`src/rtl/alu_pkg.sv`:
```
`default_nettype none
// ============================================================================
// Module   : alu_pkg
// Purpose  : Shared ALU definitions: operation encoding, datapath width,
//            reserved-op threshold and the arbiter's FSM state type.
//            Imported by the ALU decode and by alu_arbiter.
// Revision : 1.0 - initial release
// ============================================================================
package alu_pkg;

  localparam int XLEN = 32;

  typedef enum logic [3:0] {
    ALU_ADD  = 4'd0,
    ALU_SUB  = 4'd1,
    ALU_SLT  = 4'd2,
    ALU_SLTU = 4'd3,
    ALU_XOR  = 4'd4,
    ALU_OR   = 4'd5,
    ALU_AND  = 4'd6,
    ALU_SLL  = 4'd7,
    ALU_SRL  = 4'd8,
    ALU_SRA  = 4'd9
  } alu_op_e;

  // Encodings at or above this value are reserved; the ALU returns 0.
  localparam logic [3:0] ALU_OP_RSVD_MIN = 4'd10;

  typedef enum logic [0:0] {
    ST_IDLE = 1'b0,
    ST_RESP = 1'b1
  } arb_state_e;

  function automatic logic op_is_rsvd(input logic [3:0] op);
    return (op >= ALU_OP_RSVD_MIN);
  endfunction

endpackage : alu_pkg
`default_nettype wire

```
`src/rtl/rr_arbiter.sv`:
```
`default_nettype none
// ============================================================================
// Module   : rr_arbiter
// Purpose  : Purely combinational round-robin arbiter. The search starts at
//            last_grant+1 and wraps modulo N; the first asserted request wins.
// Ports    : req        in  N    request vector
//            last_grant in  IDW  index of the most recent grant
//            gnt        out N    zero or one-hot grant
// Revision : 1.0 - initial release
// ============================================================================
module rr_arbiter #(
  parameter int N   = 2,
  parameter int IDW = $clog2(N)
) (
  input  logic [N-1:0]   req,
  input  logic [IDW-1:0] last_grant,
  output logic [N-1:0]   gnt
);

  logic [IDW-1:0] w_idx;
  logic           w_found;

  always_comb begin
    gnt     = '0;
    w_found = 1'b0;
    w_idx   = '0;
    // Offsets 1..N visit every requester once, ending on last_grant itself
    // so a lone requester can be granted back to back.
    for (int off = 1; off <= N; off++) begin
      w_idx = IDW'((int'(last_grant) + off) % N);
      if (!w_found && req[w_idx]) begin
        gnt[w_idx] = 1'b1;
        w_found    = 1'b1;
      end
    end
  end

endmodule : rr_arbiter
`default_nettype wire

```
`src/rtl/alu_arbiter.sv`:
```
`default_nettype none
// ============================================================================
// Module   : alu_arbiter
// Purpose  : Shares one combinational ALU among NUM_REQ requesters. One op is
//            accepted per grant (valid/ready), the ALU inputs are driven in
//            the accept cycle, and the result is captured in a one-entry
//            response buffer returned over a per-requester valid/ready link.
// Ports    : clk_i, rst_i            clock, synchronous active-high reset
//            req_valid_i/req_ready_o per-requester op handshake
//            req_op_i/req_a_i/req_b_i per-requester op and operands (sliced)
//            rsp_valid_o/rsp_ready_i per-requester response handshake
//            rsp_data_o, rsp_err_o   registered result / reserved-op flag
//            alu_op_o, operand_a_o, operand_b_o, alu_data_i  ALU interface
// Revision : 1.0 - initial release
// ============================================================================
module alu_arbiter
  import alu_pkg::*;
#(
  parameter int NUM_REQ = 2,
  parameter int IDW     = $clog2(NUM_REQ)
) (
  input  logic                    clk_i,
  input  logic                    rst_i,
  input  logic [NUM_REQ-1:0]      req_valid_i,
  output logic [NUM_REQ-1:0]      req_ready_o,
  input  logic [4*NUM_REQ-1:0]    req_op_i,
  input  logic [XLEN*NUM_REQ-1:0] req_a_i,
  input  logic [XLEN*NUM_REQ-1:0] req_b_i,
  output logic [NUM_REQ-1:0]      rsp_valid_o,
  input  logic [NUM_REQ-1:0]      rsp_ready_i,
  output logic [XLEN-1:0]         rsp_data_o,
  output logic                    rsp_err_o,
  output logic [3:0]              alu_op_o,
  output logic [XLEN-1:0]         operand_a_o,
  output logic [XLEN-1:0]         operand_b_o,
  input  logic [XLEN-1:0]         alu_data_i
);

  arb_state_e       r_state;
  arb_state_e       w_state_nxt;
  logic [IDW-1:0]   r_rsp_id;
  logic [IDW-1:0]   r_last_grant;
  logic [XLEN-1:0]  r_rsp_data;
  logic             r_rsp_err;

  logic [NUM_REQ-1:0] w_gnt;
  logic [IDW-1:0]     w_gnt_idx;
  logic               w_resp_active;
  logic               w_rsp_hs;
  logic               w_can_accept;
  logic               w_accept;

  rr_arbiter #(
    .N   (NUM_REQ),
    .IDW (IDW)
  ) u_rr (
    .req        (req_valid_i),
    .last_grant (r_last_grant),
    .gnt        (w_gnt)
  );

  // Responses and accepts are both suppressed while reset is held so the
  // reset cycle shows no handshakes at all.
  assign w_resp_active = (r_state == ST_RESP) && !rst_i;
  // Only the target requester's ready matters; other rsp_ready_i bits are
  // never looked at.
  assign w_rsp_hs      = w_resp_active && rsp_ready_i[r_rsp_id];
  assign w_can_accept  = !rst_i && ((r_state == ST_IDLE) || w_rsp_hs);
  assign req_ready_o   = w_can_accept ? w_gnt : '0;
  assign w_accept      = |(req_valid_i & req_ready_o);

  // Operand mux from the granted slice; zeros when nothing is granted so the
  // ALU never sees X.
  always_comb begin
    alu_op_o    = 4'd0;
    operand_a_o = '0;
    operand_b_o = '0;
    w_gnt_idx   = '0;
    for (int i = 0; i < NUM_REQ; i++) begin
      if (w_gnt[i]) begin
        alu_op_o    = req_op_i[4*i +: 4];
        operand_a_o = req_a_i[XLEN*i +: XLEN];
        operand_b_o = req_b_i[XLEN*i +: XLEN];
        w_gnt_idx   = IDW'(i);
      end
    end
  end

  always_comb begin
    rsp_valid_o = '0;
    if (w_resp_active) begin
      rsp_valid_o[r_rsp_id] = 1'b1;
    end
  end

  assign rsp_data_o = r_rsp_data;
  assign rsp_err_o  = r_rsp_err;

  // Next-state: a new accept always lands in RESP, which covers the
  // back-to-back case (handshake and accept in the same cycle).
  always_comb begin
    w_state_nxt = r_state;
    case (r_state)
      ST_IDLE: if (w_accept)              w_state_nxt = ST_RESP;
      ST_RESP: if (w_rsp_hs && !w_accept) w_state_nxt = ST_IDLE;
      default:                            w_state_nxt = ST_IDLE;
    endcase
  end

  always_ff @(posedge clk_i) begin
    if (rst_i) begin
      r_state      <= ST_IDLE;
      r_rsp_id     <= '0;
      r_last_grant <= IDW'(NUM_REQ - 1);
      r_rsp_data   <= '0;
      r_rsp_err    <= 1'b0;
    end else begin
      r_state <= w_state_nxt;
      if (w_accept) begin
        r_rsp_data   <= alu_data_i;
        r_rsp_err    <= op_is_rsvd(alu_op_o);
        r_rsp_id     <= w_gnt_idx;
        r_last_grant <= w_gnt_idx;
      end
    end
  end

endmodule : alu_arbiter
`default_nettype wire

```
`config.mk`:
```
export PLATFORM = sky130hd
export DESIGN_NAME = alu_arbiter
export DESIGN_NICKNAME = d
export VERILOG_FILES = /design/src/rtl/alu_pkg.sv /design/src/rtl/rr_arbiter.sv /design/src/rtl/alu_arbiter.sv
export SDC_FILE = /design/constraint.sdc
export NUM_CORES = 1
export LEC_CHECK = 0
export CORE_AREA = 2 2 108 110
export CTS_CLUSTER_DIAMETER = 40
export DETAILED_ROUTE_END_ITERATION = 8
export DIE_AREA = 0 0 110 112
export REMOVE_ABC_BUFFERS = 1
export SLEW_MARGIN = 10
export SYNTH_ARGS = -nofsm -noshare
export SYNTH_HDL_FRONTEND = slang
export SYNTH_SLANG_ARGS = --single-unit
```
`constraint.sdc`:
```
create_clock -name clk_i -period 3.5 [get_ports clk_i]
set_input_delay 0.7 -clock clk_i [delete_from_list [all_inputs] [get_ports clk_i]]
set_output_delay 0.7 -clock clk_i [all_outputs]
set_load 0.01 [all_outputs]
```
* Word level (Yosys, flattened, before mapping)
Cells that the tools add are included.
** Storage, ports and cells
- Register bits after elaboration :: 36
- Input bits :: 174
** Operators by class
- Bitwise operators :: 3
- Add/sub/neg operators :: 2
- Reduce and logical (&&, ||, !) cells :: 13
- Magnitude comparators :: 7
- Muxes and demuxes :: 27
** Operator list (count)
- $mux W32 :: 4
- $mux W1 :: 13
- $logic_and A1 B1 Y1 :: 8
- $mux W2 :: 4
- $mux W4 :: 2
- $lt A1 B2 Y1 const B :: 3
- $ge A4 B4 Y1 const B :: 1
- $demux W1 S1 :: 3
- $ge A1 B1 Y1 const B :: 3
- $logic_not A1 Y1 :: 3
- $add A1 B1 Y1 const B :: 2
- $and A2 B2 Y2 :: 1
- $or A2 B2 Y2 :: 1
- $pmux W1 S2 :: 1
- $reduce_or A2 Y1 :: 1
- $logic_or A1 B1 Y1 :: 1
- $not A1 Y1 :: 1

* Logic depth before layout (Yosys ltp)
Gate-level depths: netlist of run 1.
- Depth after elaboration :: 15
- Mapped depth :: 6
- Mapped depth without buffers :: 4

* Hierarchy
From an unflattened synthesis of run 1, not the netlist that was laid out.
** Second synthesis, totals
- Cell total of the unflattened synthesis :: 254
- Area, all modules :: 2045.7 um2
** Modules (own cells, without submodules)
- alu_arbiter :: seq. area each 720.7 um2, area an instance 2026.9 um2, cells an instance 251, instances 1
- rr_arbiter :: seq. area each 0.0 um2, area an instance 18.8 um2, cells an instance 3, instances 1

* Worst setup path after synthesis of run 1
OpenSTA, ideal clock, no wires.
- Path kind :: input port to output port
- Start point :: in req_valid_i[1]
- End point :: out operand_a_o[0]
- Stages on the path :: 6
- Slack :: 1221 ps
- Buffers on the path :: 3
- Arrival :: 1579 ps
- Cells stage by stage :: nand2b_1 -> and2_1 -> clkbuf_1 -> buf_4 -> buf_6 -> a22o_1
** On the way
- Longest elaborated chain between the ends :: 8
- Elaborated cells on any way between the ends :: 12
** Ends and longest elaborated chain
- start: declaration :: line alu_arbiter.sv:24 : input logic [NUM_REQ-1:0] req_valid_i,
- $mux W1 (not written as such) (2 in series) :: line rr_arbiter.sv:31 : if (!w_found && req[w_idx]) begin
- $mux W1 :: line rr_arbiter.sv:31
- $logic_not A1 Y1 :: line rr_arbiter.sv:31
- $logic_and A1 B1 Y1 :: line rr_arbiter.sv:31
- $mux W2 * :: line rr_arbiter.sv:31
- $mux W32 :: line alu_arbiter.sv:80 : if (w_gnt[i]) begin
- $mux W32 * :: line alu_arbiter.sv:80
- end: declaration :: line alu_arbiter.sv:34 : output logic [XLEN-1:0] operand_a_o,
Every way passes the cells marked *; elsewhere a longest branch is shown, timed or not. The select of a mux whose other input is x is not followed.

* Worst setup path after layout of run 1
- Start point :: in req_valid_i[0]
- End point :: out operand_b_o[19]
** On the way
- Longest elaborated chain between the ends :: 8
- Elaborated cells on any way between the ends :: 12
** Ends and longest elaborated chain
- $mux W1 (not written as such) (2 in series) :: line rr_arbiter.sv:31
- $mux W1 :: line rr_arbiter.sv:31
- $logic_not A1 Y1 :: line rr_arbiter.sv:31
- $logic_and A1 B1 Y1 :: line rr_arbiter.sv:31
- $mux W2 * :: line rr_arbiter.sv:31
- $mux W32 :: line alu_arbiter.sv:80
- $mux W32 * :: line alu_arbiter.sv:80
- end: declaration :: line alu_arbiter.sv:35 : output logic [XLEN-1:0] operand_b_o,
Marked as above.

==> flow_metrics.tcl, run 1 <==
set metrics [dict create \
    outcome "completed" \
    htree_num_levels 2 \
    startpoint "req_valid_i[0]" \
    path_cells "clkdlybuf4s50_1 -> and2_2 -> buf_12 -> a22o_1 -> clkdlybuf4s50_1" \
    die_w_um 110 \
    first_pass_iters 4 \
    antenna_left 0 \
    drive_above_1_share 0.0412 \
    hold_violations 0 \
    path_clk_slew_ns 0.05 \
    cts_hold_buf 0 \
    grt_pass1_wl_um 15100 \
    dieArea_sq_um 12300 \
    holdWs_ns 0.491 \
    grt_pass1_vias 2817 \
    crit_family "buffers and inverters" \
    floorplan.initialDensity 0.185 \
    vias 2769 \
    clkLatencyLatePin_ns 0.28 \
    tns_ns 0 \
    portBuffers 278 \
    cts_resized 0 \
    cpMostUsedCell "clkdlybuf4s50_1" \
    drt_iter0_drc 95 \
    min-delay-start "rsp_data_o[7]" \
    powerDensity_nw_per_um2 308 \
    drt-total-wl_um 10900 \
    slew_viol_final 0 \
    reg2reg_from "r_rsp_id" \
    vias_per_cell 4.40 \
    syn-cell-area_sq_um 2070 \
    die_h_um 112 \
    cts_buffers 5 \
    cts_setup_buffers 0 \
    cp_slowest_cell "clkdlybuf4s50_1" \
    timing_worst_setup_path_type "in -> out" \
    ff_latch_area_sq_um 721 \
    drv_cap 0 \
    cts_buffer_depth 2 \
    yosys.area_share.adder 0 \
    yosysUniqueCellTypes 24 \
    core_sq_um 11200 \
    max_freq_mhz 300 \
    num_rows 39 \
    ir_drop_mv 0.284 \
    min_period_ns 3.34 \
    utilization 0.458 \
    cp.arrival_ns 2.64 \
    layout_commonest_cell "clkdlybuf4s50_1" \
    fillerInstances 1074 \
    root_buffer "clkbuf_16" \
    synth_xor_area_frac 0 \
    crit_buf_inv 3 \
    place_hpwl_um 9040 \
    p_clk_frac 0.281 \
    cp-start-kind "primary input" \
    p_leak_nw 2.08 \
    gp_congestion 0.812 \
    ioPinCount 279 \
    power_mw 1.58 \
    synth_top_family_by_area "compound AO/OA/AOI/OAI gates" \
    slew_headroom 0.624 \
    final_cell_mix "clkdlybuf4s50_1, a22o_1, dfxtp_1, nor2_1, mux2i_1" \
    synthSimpleGateAreaFrac 0.0966 \
    synth_cells 216 \
    nets 659 \
    synth_area_leaders "dfxtp_1, a22o_1, mux2i_1" \
    hold_path.class "reg -> reg" \
    grt_util_all_layers 0.161 \
    wl_per_cell_um 17.2 \
    synth_top_area_frac 0.348 \
    cts_tree "done" \
    end_kind "output pin" \
    synth.largest_area_cell "dfxtp_1" \
    internal_power_mw 1.16 \
    power_frac_seq 0.292 \
    syn_area_per_cell_sq_um 9.59 \
    drcViolationCount 0 \
    antenna_found_initial 2 \
    rsz0062_at_grt "no" \
    cpPeakStageDelay_ns 0.58 \
    synthMuxAreaShare 0.159 \
    switchingPower_uw 414 \
    p_sw_frac 0.263 \
    grt_max_degree 69 \
    post-route-period-util 0.954 \
    seq_area_frac_synth 0.348 \
    clock_sinks 36 \
    cp_max_fo 68 \
    ys_seq_elements 36 \
    synth_compound_area_frac 0.322 \
    overflow 0 \
    setup-violations-final 0 \
    synthToLayoutAreaGrowth_pct 147 \
    tightest_slew_ns 0.564 \
    skew_ns 0.00378 \
    critPathRequiredTime_ns 2.80 \
    pwr-share-comb 0.427 \
    ys.warnings.count 0 \
    multi_input_area_sq_um 1210 \
]
worst paths after layout:
check | slack [ns] | cells past startpoint | end
setup reg to reg | 1.82 | 5 | rsp_err_o
setup / recovery | 0.16 | 5 | operand_b_o[19]
hold reg to reg | 0.49 | 2 | rsp_data_o[7]
hold / removal | 0.49 | 2 | rsp_data_o[7]
worst register-to-register path, stage by stage (launching register included):
cell	delay (ns)
dfxtp_1	0.38
mux2i_1	0.18
a21oi_4	0.17
buf_4	0.47
nor3b_1	0.14
a41o_2	0.24
metal layers:
metal  up-vias  routed length, um  track usage
met1      1262               3660        0.158
met4         0                281       0.0549
met3        15               1130       0.0498
met5         -                  0            0
met2       140               5780        0.309
li1       1352                  -            -
final cells by class:
| class | instances | area share |
|---|---|---|
| antenna | 1 | 0.000489 |
| sequential | 36 | 0.141 |
| multi-input combinational | 157 | 0.236 |
| inverter | 1 | 0.000734 |
| clock buffer | 7 | 0.0279 |
| clock inverter | 1 | 0.00147 |
| timing repair buffer | 284 | 0.557 |
| tap | 143 | 0.0350 |
synth_stat cells (all sizes together):
cell type	instances
a41o	1
buf	12
a22o	68
clkbuf	10
nor3	1
a21boi	1
dfxtp	36
and3	2
a21oi	3
nor3b	2
nand2	4
o21ai	3
and2	2
nand2b	1
nor2	35
a211o	1
inv	1
mux2i	33
kinds of logic after synthesis:
kind of cell           count (synthesis)
AO/OA/AOI/OAI                         77
AND/OR/NAND/NOR                       47
flip-flops                            36
multiplexers                          33
buffers and inverters                 23
state kept, by name, indices dropped and copies added, names as in the netlist:
signal        cells
r_last_grant      1
r_state           1
r_rsp_id          1
rsp_data_o       32
rsp_err_o         1
stage by stage:
stage | setup slack [ns] | area [sq um] | instances
6_report | 0.161 | 5110 | 630
4_1_cts | 0.112 | 5110 | 629
3_3_place_gp | 0.121 | 4960 | 621
2_1_floorplan | 0.272 | 1920 | 194
5_1_grt | 0.0800 | 5110 | 630
3_5_place_dp | 0.109 | 4960 | 621
power groups by stage:
stage / Clock, mW / Combinational [mW] / Sequential [mW]
3_3_place_gp: 0 / 0.673 / 0.467
6_report: 0.443 / 0.673 / 0.460
3_5_place_dp: 0 / 0.678 / 0.468
5_1_grt: 0.472 / 0.719 / 0.464
4_1_cts: 0.456 / 0.681 / 0.460
2_1_floorplan: 0 / 0.211 / 0.480
No activity file was read; power rests on OpenSTA's default activity.
==> inputs of run 2 (changes only) <==
--- a/config.mk
+++ b/config.mk
@@ -5,6 +5,7 @@
 export SDC_FILE = /design/constraint.sdc
 export NUM_CORES = 1
 export LEC_CHECK = 0
+export CAP_MARGIN = 10
 export CORE_AREA = 2 2 108 110
 export CTS_CLUSTER_DIAMETER = 40
 export DETAILED_ROUTE_END_ITERATION = 8
==> results of run 2 <==
Same layout as run 1: the final DEF is identical, and so are final timing and power.
